--- config.mk ---
export PLATFORM = sky130hd
export DESIGN_NAME = seg7_scan_driver
export DESIGN_NICKNAME = d
export VERILOG_FILES = /design/src/rtl/seg7_scan_driver.sv
export SDC_FILE = /design/constraint.sdc
export NUM_CORES = 1
export LEC_CHECK = 0
export ABC_CLOCK_PERIOD_IN_PS = 3100
export CAP_MARGIN = 0
export CORE_MARGIN = 3
export CORE_UTILIZATION = 50
export CTS_BUF_LIST = sky130_fd_sc_hd__clkbuf_8
export DETAILED_ROUTE_END_ITERATION = 8
export GPL_ROUTABILITY_DRIVEN = 0
export PLACE_DENSITY = 0.73
export SYNTH_ARGS = -nofsm -noshare
export SYNTH_HDL_FRONTEND = slang
export SYNTH_SLANG_ARGS = --single-unit
--- constraint.sdc ---
create_clock -name clk -period 3.1 [get_ports clk]
set_input_delay 0.31 -clock clk [delete_from_list [all_inputs] [get_ports clk]]
set_output_delay 0.31 -clock clk [all_outputs]
set_load 0.005 [all_outputs]
--- src/rtl/seg7_scan_driver.sv ---
// seg7_scan_driver
//   Time-multiplexed N-digit 7-segment driver. A prescaler holds each digit lit
//   for REFRESH_DIV clocks, then advances a digit index that wraps DIGITS-1 -> 0.
//   New display data is captured by `load` into a pending register and promoted
//   to the active register only at the frame wrap, so a frame never mixes old and
//   new digits.
//
// Ports
//   clk        : system clock
//   rst_n      : asynchronous active-low reset
//   load       : one-cycle strobe, captures value/dp_mask into the pending register
//   value      : packed nibbles, nibble 0 (bits [3:0]) is the rightmost digit
//   dp_mask    : per-digit decimal point request, bit i -> digit i
//   hex_mode   : 1 = nibbles 10..15 shown as A,b,C,d,E,F; 0 = shown as dash
//   blank_lz   : 1 = blank leading zero digits (digit 0 is never blanked)
//   seg        : registered segment drive, bit0=a .. bit6=g, bit7=dp
//   an         : registered one-hot (or one-cold) digit enable
//   frame_done : high during the cycle on which the index wraps to digit 0
//   pending    : high while loaded data waits for the next frame boundary
//
// Parameters
//   DIGITS         : digit count, 1..8
//   REFRESH_DIV    : clocks per digit, >= 2
//   SEG_ACTIVE_LOW : invert seg at the output register
//   AN_ACTIVE_LOW  : invert an at the output register

module seg7_scan_driver #(
    parameter int unsigned DIGITS         = 4,
    parameter int unsigned REFRESH_DIV    = 100000,
    parameter bit          SEG_ACTIVE_LOW = 1'b1,
    parameter bit          AN_ACTIVE_LOW  = 1'b1
) (
    input  logic                  clk,
    input  logic                  rst_n,
    input  logic                  load,
    input  logic [4*DIGITS-1:0]   value,
    input  logic [DIGITS-1:0]     dp_mask,
    input  logic                  hex_mode,
    input  logic                  blank_lz,
    output logic [7:0]            seg,
    output logic [DIGITS-1:0]     an,
    output logic                  frame_done,
    output logic                  pending
);

    localparam int unsigned PW = (REFRESH_DIV > 1) ? $clog2(REFRESH_DIV) : 1;
    localparam int unsigned IW = (DIGITS > 1) ? $clog2(DIGITS) : 1;

    localparam logic [PW-1:0]     PRESC_MAX  = PW'(REFRESH_DIV - 1);
    localparam logic [IW-1:0]     IDX_MAX    = IW'(DIGITS - 1);
    localparam logic [7:0]        SEG_RESET  = SEG_ACTIVE_LOW ? 8'hC0 : 8'h3F;
    localparam logic [DIGITS-1:0] AN_DIGIT0  = DIGITS'(1);
    localparam logic [DIGITS-1:0] AN_RESET   = AN_ACTIVE_LOW ? ~AN_DIGIT0 : AN_DIGIT0;

    // Scan state
    logic [PW-1:0]         presc_q, presc_d;
    logic [IW-1:0]         idx_q, idx_d;

    // Double-buffered display data
    logic [4*DIGITS-1:0]   pend_val_q, pend_val_d;
    logic [DIGITS-1:0]     pend_dp_q, pend_dp_d;
    logic                  pending_q, pending_d;
    logic [4*DIGITS-1:0]   act_val_q, act_val_d;
    logic [DIGITS-1:0]     act_dp_q, act_dp_d;

    // Registered pin drive
    logic [7:0]            seg_q, seg_d;
    logic [DIGITS-1:0]     an_q, an_d;

    logic                  term_cnt;
    logic                  last_digit;
    logic                  wrap;

    logic [DIGITS-1:0]     lz_blank;
    logic [3:0]            cur_nib;
    logic                  cur_dp;
    logic                  cur_blank;
    logic [DIGITS-1:0]     an_raw;
    logic [7:0]            seg_raw;

    // Active-high glyph for one nibble; 10..15 become letters or a dash.
    function automatic logic [6:0] glyph(input logic [3:0] nib, input logic hex);
        logic [6:0] g;
        case (nib)
            4'h0:    g = 7'h3F;
            4'h1:    g = 7'h06;
            4'h2:    g = 7'h5B;
            4'h3:    g = 7'h4F;
            4'h4:    g = 7'h66;
            4'h5:    g = 7'h6D;
            4'h6:    g = 7'h7D;
            4'h7:    g = 7'h07;
            4'h8:    g = 7'h7F;
            4'h9:    g = 7'h6F;
            4'hA:    g = hex ? 7'h77 : 7'h40;
            4'hB:    g = hex ? 7'h7C : 7'h40;
            4'hC:    g = hex ? 7'h39 : 7'h40;
            4'hD:    g = hex ? 7'h5E : 7'h40;
            4'hE:    g = hex ? 7'h79 : 7'h40;
            default: g = hex ? 7'h71 : 7'h40;
        endcase
        return g;
    endfunction

    // ------------------------------------------------------------------
    // Prescaler and digit index
    // ------------------------------------------------------------------
    assign term_cnt   = (presc_q == PRESC_MAX);
    assign last_digit = (idx_q == IDX_MAX);
    assign wrap       = term_cnt && last_digit;

    always_comb begin
        presc_d = presc_q;
        idx_d   = idx_q;
        if (term_cnt) begin
            presc_d = '0;
            // With DIGITS=1 last_digit is always true, so the index stays 0.
            idx_d   = last_digit ? '0 : idx_q + IW'(1);
        end else begin
            presc_d = presc_q + PW'(1);
        end
    end

    // ------------------------------------------------------------------
    // Pending / active buffers
    // ------------------------------------------------------------------
    always_comb begin
        pend_val_d = pend_val_q;
        pend_dp_d  = pend_dp_q;
        pending_d  = pending_q;
        act_val_d  = act_val_q;
        act_dp_d   = act_dp_q;

        // Promotion uses the registered pending data, so a load on the wrap
        // cycle promotes the older data and parks the new data for next frame.
        if (wrap && pending_q) begin
            act_val_d = pend_val_q;
            act_dp_d  = pend_dp_q;
            pending_d = 1'b0;
        end

        if (load) begin
            pend_val_d = value;
            pend_dp_d  = dp_mask;
            pending_d  = 1'b1;
        end
    end

    // ------------------------------------------------------------------
    // Leading-zero map: digit i blanks when it and every higher nibble is 0.
    // A decimal-mode nibble >9 is non-zero here, so it stops the blanking.
    // ------------------------------------------------------------------
    always_comb begin
        logic all_zero;
        all_zero = 1'b1;
        lz_blank = '0;
        for (int i = int'(DIGITS) - 1; i >= 0; i--) begin
            all_zero    = all_zero && (act_val_q[4*i +: 4] == 4'h0);
            lz_blank[i] = all_zero;
        end
        lz_blank[0] = 1'b0;
    end

    // ------------------------------------------------------------------
    // Current-digit select and output encode
    // ------------------------------------------------------------------
    always_comb begin
        cur_nib   = 4'h0;
        cur_dp    = 1'b0;
        cur_blank = 1'b0;
        an_raw    = '0;
        for (int i = 0; i < int'(DIGITS); i++) begin
            if (idx_q == IW'(i)) begin
                cur_nib   = act_val_q[4*i +: 4];
                cur_dp    = act_dp_q[i];
                cur_blank = blank_lz && lz_blank[i];
                an_raw[i] = 1'b1;
            end
        end
    end

    always_comb begin
        // dp is driven even on a blanked digit.
        seg_raw = {cur_dp, cur_blank ? 7'h00 : glyph(cur_nib, hex_mode)};
        seg_d   = SEG_ACTIVE_LOW ? ~seg_raw : seg_raw;
        an_d    = AN_ACTIVE_LOW ? ~an_raw : an_raw;
    end

    // ------------------------------------------------------------------
    // State registers
    // ------------------------------------------------------------------
    always_ff @(posedge clk or negedge rst_n) begin
        if (!rst_n) begin
            presc_q    <= '0;
            idx_q      <= '0;
            pend_val_q <= '0;
            pend_dp_q  <= '0;
            pending_q  <= 1'b0;
            act_val_q  <= '0;
            act_dp_q   <= '0;
            seg_q      <= SEG_RESET;
            an_q       <= AN_RESET;
        end else begin
            presc_q    <= presc_d;
            idx_q      <= idx_d;
            pend_val_q <= pend_val_d;
            pend_dp_q  <= pend_dp_d;
            pending_q  <= pending_d;
            act_val_q  <= act_val_d;
            act_dp_q   <= act_dp_d;
            seg_q      <= seg_d;
            an_q       <= an_d;
        end
    end

    assign seg        = seg_q;
    assign an         = an_q;
    // Decoded from registers only; low in reset because REFRESH_DIV >= 2.
    assign frame_done = wrap;
    assign pending    = pending_q;

endmodule

---- After elaboration in Yosys (flattened, before gate mapping) ----
Index checks and enable logic that the tools add are counted.
Widths: inputs -> output; s select.
cells by class
  multiplexer cells ....................... 27
  equality and inequality tests ........... 18
  reductions and logical operators ........ 13
  add/sub/neg operators ................... 2
  bitwise gates (word level) .............. 2
operator list
  kind                   count
  $pmux 7 s15            1
  $eq 4x4->1 const B     7
  $mux 6                 4
  $add 17x1->17 const B  1
  $eq 17x17->1 const B   1
  $mux 17                1
  $eq 4x3->1 const B     4
  $logic_not 4->1        4
  $mux 4                 4
  $mux 7                 2
  $mux 1                 13
  $eq 4x2->1 const B     2
  $not 8->8              1
  $logic_and 1x1->1      7
  $mux 5                 1
  $eq 2x2->1 const B     2
  $eq 4x1->1 const B     1
  $not 4->4              1
  $add 2x1->2 const B    1
  $eq 2x1->1 const B     1
  $logic_not 2->1        1
  $mux 2                 1
  $reduce_bool 2->1      1
word-level totals
  logic and storage cells ................. 71
  input port bits ......................... 25
  bits in registers ....................... 72

---- Longest topological paths before layout ----
Gate-level depths: netlist of run 1.
  depth after elaboration ................. 9
  mapped depth ............................ 10

---- Worst setup path after synthesis of run 1 ----
Ideal clock, no wire load.
  path kind ............................... reg-to-reg
  from .................................... register idx_q[0]
  to ...................................... register seg_q[3], in the netlist seg[3]
  data arrival time ....................... 1728 ps
  slack ................................... 1233 ps
  stages on the path, launching flop included .. 10
  required time ........................... 2961 ps
  cell sequence ........................... dfrtp_1 inv_1 ha_1 nor2_2 o211ai_1 o211a_1 buf_2 nor2_1 a2bb2oi_1 o21ai_1
between the ends
  word-level cells in the longest chain between the ends .. 9
ends and longest elaborated chain
  what                                line  RTL
  from (decl)                         57    logic [IW-1:0] idx_q, idx_d;
  from (signal assigned)              205   idx_q <= idx_d;
  $logic_not 2->1                     173   if (idx_q == IW'(i)) begin
  $mux 4 (4 in a row)                 173
  $eq 4x4->1 (tied with other cells)  84    case (nib)
  $pmux 7 s15                         84
  $mux 7 *                            184   seg_raw = {cur_dp, cur_blank ? 7'h00 : glyph(cur_nib, hex_mode)};
  $not 8->8 *                         185   seg_d = SEG_ACTIVE_LOW ? ~seg_raw : seg_raw;
  net seg_d[3]                        67    logic [7:0] seg_q, seg_d;
  to (signal assigned)                211   seg_q <= seg_d;
  to (decl)                           67
The timed path passes the listed nets; every way through them passes the cells marked *.
A chain may end at the register's enable or synchronous reset.

---- Worst setup path after layout of run 1 ----
  from .................................... register presc_q[0]
  to ...................................... output frame_done
between the ends
  word-level cells in the longest chain between the ends .. 2
ends and longest elaborated chain
  what                    line  RTL
  from (decl)             56    logic [PW-1:0] presc_q, presc_d;
  from (signal assigned)  204   presc_q <= presc_d;
  $eq 17x17->1            108   assign term_cnt = (presc_q == PRESC_MAX);
  $logic_and 1x1->1       110   assign wrap = term_cnt && last_digit;
  to (decl)               42    output logic frame_done,
No other way between the ends.

==> impl_metrics.csv, run 1 <==
group,metric,value,unit
clock_tree,hold_buffers,0,
routing,wl_met3,227,um
clock_tree,cts_resized,0,
synth,syn_area,0.00331,mm2
synth,synth.area.top_cells,"dfrtp_1 (51%), mux2_4 (9.1%), mux2_2 (6.8%)",
clock_tree,clockBufferDepth,2,
grt,grt_pass1_wl,10.4,mm
clock_tree,cts_max_level,3,
die,core,0.00639,mm2
power,power.density,449,mW/mm2
layout,drive_gt1_share,24.9,%
timing,slew_violations,0,
routing,detail-route-antenna-nets,0,
routing,avgRoutedWirePerCell,15.8,um
grt,grtUsageTotal,17.5,%
power,total_power,1.77,mW
synth,ys_seq_area_share,54.7,%
layout,final_nets,334,
synth,ys.flop_type,"dfrtp_1",
setup_path,cp_slowest_cell,"clkdlybuf4s50_1",
routing,dr.pass1.iters,4,
power,switchingPower,0.385,mW
grt,grt_max_degree,73,
routing,top_layer,"met4",
synth,synth-edff-count,0,
routing,met1_length,2.78,mm
setup_path,arrival,2.28,ns
die,die_h,87.3,um
job,max_cap_violations,0,
synth,synth_seq_cells,72,
setup_path,max_stage_delay,0.58,ns
timing,tightest_slew,0.907,ns
timing,period_needed,2.59,ns
timing,hold_viol,0,
routing,drt-initial-drc-count,88,
layout,num_antenna_cells,0,
place,dpl.hpwl,4.29,mm
power,comb_power_share,4.7,%
setup_path,startpoint,"presc_q[0]",
setup_path,crit_family,"simple AND/OR/NAND/NOR gates",
die,dieArea,0.00763,mm2
grt,grt_pass1_vias,2235,
synth,yosysTopAreaCell,"dfrtp_1",
setup_path,crit_buf_inv,1,
setup_path,timing.rr.start,"idx_q[1]",
power,ir_drop,0.322,mV
setup_path,cp_data_required_time,2.79,ns
clock_tree,clock_latency,0.34,ns
grt,grt.overflow.total,0,
die,start_util,51.8,%
place,port_buffers,38,
synth,synth_cell_type_count,51,
layout,area.growth.synth_to_final,19.0,%
timing,setup_viol,0,
timing,tns,0,ns
synth,asyncSetResetFlopFracSynth,100,%
clock_tree,cts.sinks,72,
layout,mostFrequentLayoutCell,"dfrtp_1",
routing,vias,2132,
grt,antenna_found_initial,0,
die,fp.dieW,87.3,um
synth,syn_nets,291,
layout,final_cell_mix,"dfrtp_1 (67), clkdlybuf4s50_1 (37), mux2_2 (20), mux2_4 (20), nand2_1 (19)",
routing,drt_wl_total,6.08,mm
clock_tree,cts_setup_buffers,0,
routing,drc,0,
outcome,status,"finished, final reports clean",
routing,avgViaCountPerCell,5.52,
layout,utilization,61.6,%
synth,yosysWarnings,0,
synth,yosysTopAreaCellShare,50.7,%
setup_path,rrSetupSlack,0.84,ns
timing,fin_crit_sh,83.4,%
setup_path,path_class,"flip-flop to output port",
power,internal-power,1.38,mW
timing,slew_headroom,39.4,%
power,clockPowerShare,39.8,%
timing,rsz0062_at_grt,"no",
die,io_pins,39,
power,seqPwrFrac,55.5,%
timing,fin_skew,0.00929,ns
setup_path,crit_chain,"ha_1 > and4_4 > nand2_4 > nor4_1 > clkdlybuf4s50_1",
power,leakage,1.82,nW
setup_path,critPathLaunchType,"flip-flop",
clock_tree,cts_tree,"done",
die,std_cell_rows,29,
clock_tree,cts_buffers,9,
setup_path,crit_path_max_fanout,4,
synth,syn-instance-count,261,
clock_tree,cts-root-buf,"clkbuf_8",
setup_path,crit_path_end_kind,"output port",
synth,syn_area_per_cell,12.7,um2
clock_tree,path_clk_slew,0.08,ns
timing,timing.fmax,387,MHz
routing,met2_length,2.93,mm
min_path,hp-class,"input pin to async pin",
power,switching_share,21.8,%
## cells in the mapped netlist, types with 2 or more instances
library cell  instances
dfrtp_1              67
mux2_2               20
mux2_4               20
nand2_1              19
nor2_1               14
nand3_1              11
xnor2_1              11
inv_1                 7
a21oi_1               6
o211ai_1              6
dfstp_2               5
ha_1                  5
xor2_1                5
buf_2                 4
nand4_1               4
o21ai_0               4
and3_1                3
clkbuf_1              3
mux2i_1               3
nand2b_1              3
nor4_1                3
o211a_1               3
o21ai_1               3
o22ai_1               3
buf_6                 2
nor3_1                2
## per-stage QoR
| stage | setup WS (ns) | area [um2] | hold slack (ns) | std cells |
|---|---|---|---|---|
| 5_1_grt | 0.403 | 3940 | 0.248 | 386 |
| 3_5_place_dp | 0.874 | 3750 | 0.423 | 370 |
| 6_report | 0.515 | 3940 | 0.144 | 386 |
| 4_1_cts | 0.484 | 3940 | 0.203 | 386 |
| 3_3_place_gp | 0.926 | 3750 | 0.430 | 370 |
| 2_1_floorplan | 1.23 | 3310 | 0.0144 | 261 |
## path summary, 6_finish.rpt
path	end	cells past startpoint
setup reg to reg	seg[5]	7
max in group asynchronous	act_dp_q[1]	2
setup / recovery	frame_done	5
hold / removal	presc_q[7]	2
hold reg to reg	seg[7]	1
min in group clk	seg[7]	1
## flip-flops by register name, summed over array words and instances (netlist names)
register,flops
an,4
act_val_q,16
act_dp_q,4
pending,1
seg,8
presc_q,17
pend_val_q,16
idx_q,2
pend_dp_q,4
## layer usage
layer  track usage, %  vias up
li1                 -     1026
met1             23.1     1049
met2             27.3       44
met3             3.69       13
met4             8.93        0
met5                0        -
## logic make-up (layout without fill, tap and decap cells)
kind of cell	count (synthesis)	in the layout	share of synthesized area, %
AO/OA/AOI/OAI	37	37	8.14
flip-flops	72	72	54.7
AND/OR/NAND/NOR	71	71	11.7
buffers and inverters	17	65	2.53
XOR/XNOR	16	16	4.24
multiplexers	43	43	16.8
adder cells (fa/ha/maj)	5	5	1.89
## power by group through the flow
stage / registers (mW) / logic (mW) / clock network, mW
floorplan: 0.992 / 0.0338 / 0
global placement: 0.996 / 0.0846 / 0
detailed placement: 0.998 / 0.0864 / 0
CTS: 0.979 / 0.0865 / 0.720
global route: 0.982 / 0.0931 / 0.771
finish: 0.979 / 0.0837 / 0.703
## area by class of cell
cell class | count | area [um2]
Multi-Input combinational cell | 172 | 1420
Clock inverter | 7 | 63.8
Tap cell | 77 | 96.3
Inverter | 8 | 30.0
Clock buffer | 9 | 124
Sequential cell | 72 | 1810
Fill cell | 504 | 2450
Timing Repair Buffer | 41 | 398
Note: power is estimated with default switching activity, not from simulation.
==> run 2: changes to the inputs <==
--- a/config.mk
+++ b/config.mk
@@ -5,7 +5,7 @@
 export SDC_FILE = /design/constraint.sdc
 export NUM_CORES = 1
 export LEC_CHECK = 0
-export ABC_CLOCK_PERIOD_IN_PS = 3100
+export ABC_CLOCK_PERIOD_IN_PS = 2600
 export CAP_MARGIN = 0
 export CORE_MARGIN = 3
 export CORE_UTILIZATION = 50
==> constraint.sdc (replaced) <==
create_clock -name clk -period 2.6 [get_ports clk]
set_input_delay 0.26 -clock clk [delete_from_list [all_inputs] [get_ports clk]]
set_output_delay 0.26 -clock clk [all_outputs]
set_load 0.005 [all_outputs]
==> impl_metrics.csv, run 2 (same netlist as run 1, synthesis figures left out) <==
group,metric,value,unit
die,die_h,87.3,um
timing,slew_violations,0,
clock_tree,cts_tree,"done",
layout,area.growth.synth_to_final,21.2,%
layout,final_cell_mix,"dfrtp_1 (67), clkdlybuf4s50_1 (37), mux2_2 (20), mux2_4 (20), nand2_1 (19)",
routing,avgViaCountPerCell,5.55,
clock_tree,path_clk_slew,0.08,ns
power,leakage,1.85,nW
grt,antenna_found_initial,0,
timing,tns,0,ns
setup_path,timing.rr.start,"idx_q[1]",
clock_tree,cts-root-buf,"clkbuf_8",
clock_tree,cts.sinks,72,
layout,utilization,62.7,%
setup_path,crit_path_end_kind,"output port",
job,max_cap_violations,0,
clock_tree,cts_max_level,3,
timing,fin_skew,0.0140,ns
timing,tightest_slew,0.619,ns
clock_tree,cts_setup_buffers,0,
die,core,0.00639,mm2
power,ir_drop,0.320,mV
routing,vias,2155,
layout,mostFrequentLayoutCell,"dfrtp_1",
routing,detail-route-antenna-nets,0,
grt,grt_pass1_wl,10.7,mm
setup_path,crit_path_max_fanout,4,
grt,grt.overflow.total,0,
layout,largest_register_ffs,17,
clock_tree,clockBufferDepth,2,
grt,grt_pass1_vias,2254,
die,fp.dieW,87.3,um
routing,drt-initial-drc-count,113,
place,port_buffers,38,
setup_path,reg2reg_depth,8,
setup_path,critPathLaunchType,"flip-flop",
timing,fin_crit_sh,93.8,%
timing,hold_viol,0,
timing,period_needed,2.44,ns
layout,reg_top3,"presc_q: 17 flops, act_val_q: 16 flops, pend_val_q: 16 flops",
grt,grtUsageTotal,18.3,%
layout,regMostFlops,"presc_q",
timing,setup_viol,0,
routing,avgRoutedWirePerCell,15.5,um
place,dpl.hpwl,4.30,mm
clock_tree,clock_latency,0.35,ns
min_path,hp-class,"input pin to async pin",
die,std_cell_rows,29,
setup_path,r2r_end,"seg[5]",
setup_path,cp_data_required_time,2.34,ns
setup_path,path_class,"flip-flop to output port",
timing,timing.fmax,410,MHz
routing,dr.pass1.iters,4,
timing,rsz0062_at_grt,"no",
setup_path,rrSetupSlack,0.32,ns
layout,drive_gt1_share,25.4,%
power,power.density,561,mW/mm2
setup_path,arrival,2.18,ns
routing,drc,0,
timing,slew_headroom,58.6,%
die,dieArea,0.00763,mm2
routing,drt_wl_total,6.03,mm
layout,num_antenna_cells,0,
layout,final_nets,336,
die,start_util,51.8,%
die,io_pins,39,
clock_tree,cts_buffers,9,
outcome,status,"finished, final reports clean",
grt,grt_max_degree,47,
[run 2: cell count changes in the layout (fill, tap and decap cells not counted), sizes merged]
cell         delta
clkbuf          +1
bufinv          +1
dlygate4sd3     +1
buf             +1
clkinv          -1
clkinvlp        -1
[run 2: report_power, final]
part / switching, mW / internal (mW) / leakage (nW) / total (mW)
Sequential: 0.0157 / 1.15 / 0.924 / 1.17
Combinational: 0.0397 / 0.0651 / 0.815 / 0.105
Clock: 0.413 / 0.563 / 0.114 / 0.976
[run 2: repair_timing]
action / in CTS / in global routing
hold buffers: 1 / 0
endpoints found under the hold margin: 23 / 0
setup endpoints to repair: 0 / 1
gates resized for setup: 0 / 1
[run 2: final cells by class]
type / instances / area, um2
Fill cell: 497 / 2380
Inverter: 8 / 30.0
Clock inverter: 6 / 85.1
Tap cell: 77 / 96.3
Multi-Input combinational cell: 172 / 1420
Sequential cell: 72 / 1810
Clock buffer: 10 / 138
Timing Repair Buffer: 43 / 428
[run 2: stage by stage]
step | area [um2] | power [mW] | hold WS [ns] | cells | setup slack, ns
2_1_floorplan | 3310 | 1.22 | -0.0356 | 261 | 0.733
3_3_place_gp | 3770 | 1.29 | 0.310 | 371 | 0.454
3_5_place_dp | 3770 | 1.30 | 0.308 | 371 | 0.355
4_1_cts | 4000 | 2.27 | 0.468 | 388 | 0.0168
5_1_grt | 4010 | 2.34 | 0.504 | 388 | 0.0298
6_report | 4010 | 2.25 | 0.459 | 388 | 0.160
[run 2: worst max-delay path by stage]
stage,startpoint,end,slack [ns],depth (start not counted)
global route,presc_q[0],frame_done,0.03,5
floorplan,idx_q[0],seg[3],0.73,9
finish,presc_q[0],frame_done,0.16,5
CTS,presc_q[0],frame_done,0.02,5
detailed placement,idx_q[0],seg[5],0.35,7
global placement,presc_q[0],frame_done,0.45,5
[run 2: critical path: stages, from the launching register on]
cell             delay, ns
dfrtp_1               0.39
ha_1                  0.22
and4_4                0.27
nand2_4               0.07
nor4_2                0.32
clkdlybuf4s50_1       0.57
[run 2: metal layers]
layer	vias to the layer above	GRT usage (%)	wire length, um	share of wire [%]
met5	-	0	0	0
met4	0	10.3	166	2.8
met3	15	3.41	215	3.6
met2	51	28.2	2870	48
met1	1066	24.3	2780	46
li1	1023	-	-	-
==> run 3: changes to the inputs <==
--- a/config.mk
+++ b/config.mk
@@ -12,7 +12,7 @@
 export CTS_BUF_LIST = sky130_fd_sc_hd__clkbuf_8
 export DETAILED_ROUTE_END_ITERATION = 8
 export GPL_ROUTABILITY_DRIVEN = 0
-export PLACE_DENSITY = 0.73
+export PLACE_DENSITY = 0.75
 export SYNTH_ARGS = -nofsm -noshare
 export SYNTH_HDL_FRONTEND = slang
 export SYNTH_SLANG_ARGS = --single-unit
==> impl_metrics.csv, run 3 (same netlist as run 1, synthesis figures left out) <==
group,metric,value,unit
timing,rsz0062_at_grt,"no",
setup_path,endpoint,"frame_done",
clock_tree,clock_latency,0.35,ns
die,start_util,51.8,%
die,std_cell_rows,29,
die,fp.dieW,87.3,um
layout,regMostFlops,"presc_q",
grt,antenna_found_initial,0,
layout,mostFrequentLayoutCell,"dfrtp_1",
timing,slew_violations,0,
setup_path,critPathLaunchType,"flip-flop",
routing,detail-route-antenna-nets,0,
power,switching_share,22.7,%
setup_path,timing.rr.start,"idx_q[0]",
power,internal-power,1.66,mW
routing,dr.pass1.iters,4,
setup_path,reg2reg_depth,7,
power,power.density,540,mW/mm2
die,io_pins,39,
timing,hold_viol,0,
layout,largest_register_ffs,17,
layout,final_nets,336,
clock_tree,cts.sinks,72,
timing,tightest_slew,0.696,ns
grt,grtUsageTotal,17.6,%
die,core,0.00639,mm2
setup_path,cp_data_required_time,2.34,ns
routing,vias,2111,
layout,drive_gt1_share,25.4,%
min_path,min_from,"act_dp_q[3]",
timing,fin_crit_sh,93.0,%
die,dieArea,0.00763,mm2
place,dpl.hpwl,4.34,mm
power,total_power,2.15,mW
setup_path,r2r_end,"seg[5]",
layout,final_cell_mix,"dfrtp_1 (67), clkdlybuf4s50_1 (37), mux2_2 (20), mux2_4 (20), nand2_1 (19)",
routing,avgRoutedWirePerCell,15.6,um
place,dp.cells,371,
routing,avgViaCountPerCell,5.44,
power,ir_drop,0.369,mV
min_path,hp-class,"flip-flop to flip-flop",
layout,fin_area,0.00398,mm2
clock_tree,clockBufferDepth,2,
clock_tree,cts-root-buf,"clkbuf_8",
setup_path,crit_path_end_kind,"output port",
setup_path,startpoint,"presc_q[0]",
power,switchingPower,0.489,mW
routing,drc,0,
routing,drt_wl_total,6.05,mm
power,comb_power_share,4.9,%
timing,tns,0,ns
layout,utilization,62.3,%
setup_path,path_class,"flip-flop to output port",
grt,grt_pass1_vias,2134,
layout,reg_top3,"presc_q: 17 flops, act_val_q: 16 flops, pend_val_q: 16 flops",
layout,area.growth.synth_to_final,20.3,%
clock_tree,path_clk_slew,0.08,ns
power,seqPwrFrac,54.3,%
power,clockPowerShare,40.8,%
place,port_buffers,38,
clock_tree,cts_tree,"done",
timing,timing.fmax,414,MHz
layout,num_antenna_cells,0,
clock_tree,cts_buffers,9,
power,leakage,1.84,nW
setup_path,crit_path_max_fanout,4,
grt,grt.overflow.total,0,
layout,final_cells,388,
grt,grt_pass1_wl,10.3,mm
timing,fin_skew,0.00730,ns
job,max_cap_violations,0,
setup_path,rrSetupSlack,0.38,ns
clock_tree,cts_setup_buffers,0,
setup_path,arrival,2.16,ns
routing,drt-initial-drc-count,105,
timing,setup_viol,0,
place,place_area,0.00377,mm2
timing,slew_headroom,53.6,%
die,die_h,87.3,um
timing,period_needed,2.42,ns
grt,grt_max_degree,44,
clock_tree,cts_max_level,3,
outcome,status,"finished, final reports clean",
run 3: cell count changes in the layout (fill, tap and decap cells not counted):
cell	delta
clkbuf_8	-1
inv_6	+2
bufinv_16	-1
clkinvlp_4	+1
clkinv_4	-1
run 3: timing repair:
action                                 CTS  global route
endpoints found under the hold margin   25             0
setup endpoints to repair                0             1
gates resized for setup                  0             1
hold buffers                             1             0
run 3: power by group through the flow:
stage	Clock, mW	Sequential [mW]	Combinational [mW]
global placement	0	1.19	0.104
floorplan	0	1.18	0.0403
CTS	0.899	1.17	0.109
detailed placement	0	1.19	0.108
global route	0.957	1.17	0.117
finish	0.876	1.17	0.105
run 3: worst min path at each step:
| stage | cells after the start | to | slack [ns] |
|---|---|---|---|
| after detailed placement | 1 | presc_q[12] | 0.35 |
| after global placement | 1 | presc_q[12] | 0.33 |
| after floorplan | 0 | act_dp_q[0] | -0.04 |
| final | 1 | seg[7] | 0.45 |
| after CTS | 1 | seg[7] | 0.46 |
| after global routing | 1 | seg[7] | 0.47 |
run 3: area by class of cell:
type / instances / area, um2
Timing Repair Buffer: 43 / 428
Fill cell: 506 / 2410
Multi-Input combinational cell: 172 / 1420
Inverter: 8 / 30.0
Sequential cell: 72 / 1810
Tap cell: 77 / 96.3
Clock buffer: 9 / 124
Clock inverter: 7 / 71.3
run 3: per-stage QoR:
| stage | hold slack (ns) | setup WS [ns] |
|---|---|---|
| after floorplan | -0.0356 | 0.733 |
| after global placement | 0.335 | 0.504 |
| after detailed placement | 0.350 | 0.429 |
| after CTS | 0.459 | 0.0677 |
| after global routing | 0.474 | 0.0173 |
| final | 0.451 | 0.183 |
run 3: metal layers:
layer	up-vias	GRT usage, %	routed length (um)
li1	1027	-	-
met1	1034	23.3	2800
met2	44	28.2	2910
met3	6	5.39	266
met4	0	4.74	68
met5	-	0	0
run 3: worst max-delay path, stage by stage (launching register included):
cell and delay (ns):
dfrtp_1 0.39, ha_1 0.22, and4_4 0.27, nand2_4 0.07
nor4_2 0.31, clkdlybuf4s50_1 0.55
==> variant, RTL diff (config.mk and constraints of run 2) <==
`SEG_ACTIVE_LOW`: 1'b1 -> 1'b0.
--- a/src/rtl/seg7_scan_driver.sv
+++ b/src/rtl/seg7_scan_driver.sv
@@ -29,3 +29,3 @@
     parameter int unsigned REFRESH_DIV    = 100000,
-    parameter bit          SEG_ACTIVE_LOW = 1'b1,
+    parameter bit          SEG_ACTIVE_LOW = 1'b0,
     parameter bit          AN_ACTIVE_LOW  = 1'b1
Check against the original RTL: not equivalent (Yosys sat finds a counterexample within 4 cycles, from zero or initial values and one cycle with rst_n low).
==> variant against run 2 <==
Synthesized area down 0.64%. Register-to-register slack better by 0.05 ns. Power decreased by 6.0%. Largest cell class unchanged. Final area shrank 0.97%. Setup slack better by 0.0096 ns. Largest power group unchanged. Critical endpoint unchanged. Clock skew decreased by 0.0038 ns. Wire length is 3.0% higher. Count of clock-buffer cells in the layout unchanged. Sequential cell count is the same. Sequential power about the same. Global-route usage hardly changed. Non-clock buffer count rose by 2. Utilization increased by 2.0 points.
==> variant: results (changes against run 2) <==
Skew final: 0.0102 ns (was 0.0140 ns)
Placed cell count: 382 (was 371)
Pleak: 0.00172 uW (was 0.00185 uW)
Synth top area cells: dfrtp_1 48%, mux2_2 14%, dfstp_2 7.2%, xnor2_1 2.9%, nand2_1 2.1% (was dfrtp_1 51%, mux2_4 9.1%, mux2_2 6.8%, dfstp_2 4.0%, xnor2_1 2.9%)
Met3 routed WL: 346 um (was 215 um)
GRT met3 Usage: 5.20% (was 3.41%)
Net Count, Synth: 301 (was 291)
Wire length of the first global-routing pass: 10600 um (was 10700 um)
Net Sw Power: 441 uW (was 468 uW)
DRT met1 WL: 2920 um (was 2780 um)
Run status: completed (unchanged)
Synth Area in Compound Gates: 10.3% (was 8.13%)
# nets final: 349 (was 336)
Yosys cell types: 53 (was 51)
Clock power frac: 39.9% (was 43.4%)
Placed cell areas: 3760 um^2 (was 3770 um^2)
Share of cells above drive strength 1: 24.7% (was 25.4%)
Peak VDD IR: 0.505 mV (was 0.320 mV)
Filler cells: 486 (was 497)
FF-to-FF setup slack: 0.37 ns (was 0.32 ns)
Grt met2 use: 26.9% (was 28.2%)
Post-Route WL: 6210 um (was 6030 um)
Adder-Cell Fraction of Synth Area: 1.90% (was 1.89%)
Pin count of the biggest net entering global routing: 27 (was 47)
Sequential area share after synthesis: 55.2% (was 54.7%)
[variant: changes by cell type in the layout (fill, tap and decap cells not counted), moves of 4 or more]
cell      delta
mux2_2      +20
mux2_4      -20
inv_1        +5
o21ai_0      +5
a211oi_1     +4
dfrtp_1      -4
dfstp_2      +4
nor4_1       +4
[variant: what timing repair did]
item / 4_1_cts / 5_1_grt
hold buffers: 1 / 0
setup buffers: 0 / 0
setup endpoints to repair: 0 / 1
resized for setup: 0 / 1
endpoints found under the hold margin: 22 / 0
[variant: kinds of logic (layout without fill, tap and decap cells)]
logic type	count (synthesis)	after routing
mux	40	40
compound gates	45	45
simple gates	74	74
fa+ha+maj	5	5
xor+xnor	16	16
flops	72	72
buf+inv	19	72
[variant: critical path, cell delays in order (launching register included)]
cell             delay, ns
dfrtp_1               0.39
ha_1                  0.22
and4_1                0.28
nand3_1               0.19
nor3_2                0.23
clkdlybuf4s50_1       0.53
[variant: how the worst min path moves through the flow]
stage | start | endpoint | cells after the start
floorplan | rst_n | act_dp_q[0]$_DFFE_PN0P_ | 0
global route | rst_n | presc_q[15]$_DFF_PN0_ | 2
finish | rst_n | presc_q[15]$_DFF_PN0_ | 2
detailed placement | rst_n | presc_q[16]$_DFF_PN0_ | 1
CTS | rst_n | presc_q[13]$_DFF_PN0_ | 2
global placement | rst_n | presc_q[13]$_DFF_PN0_ | 1
[variant: layout make-up]
type | instances | area, um^2 | area share, %
Multi-Input combinational cell | 180 | 1380 | 34.9
Timing Repair Buffer | 45 | 430 | 10.8
Clock buffer | 10 | 138 | 3.47
Tap cell | 75 | 93.8 | 2.37
Clock inverter | 6 | 53.8 | 1.36
Sequential cell | 72 | 1810 | 45.7
Inverter | 11 | 55.1 | 1.39
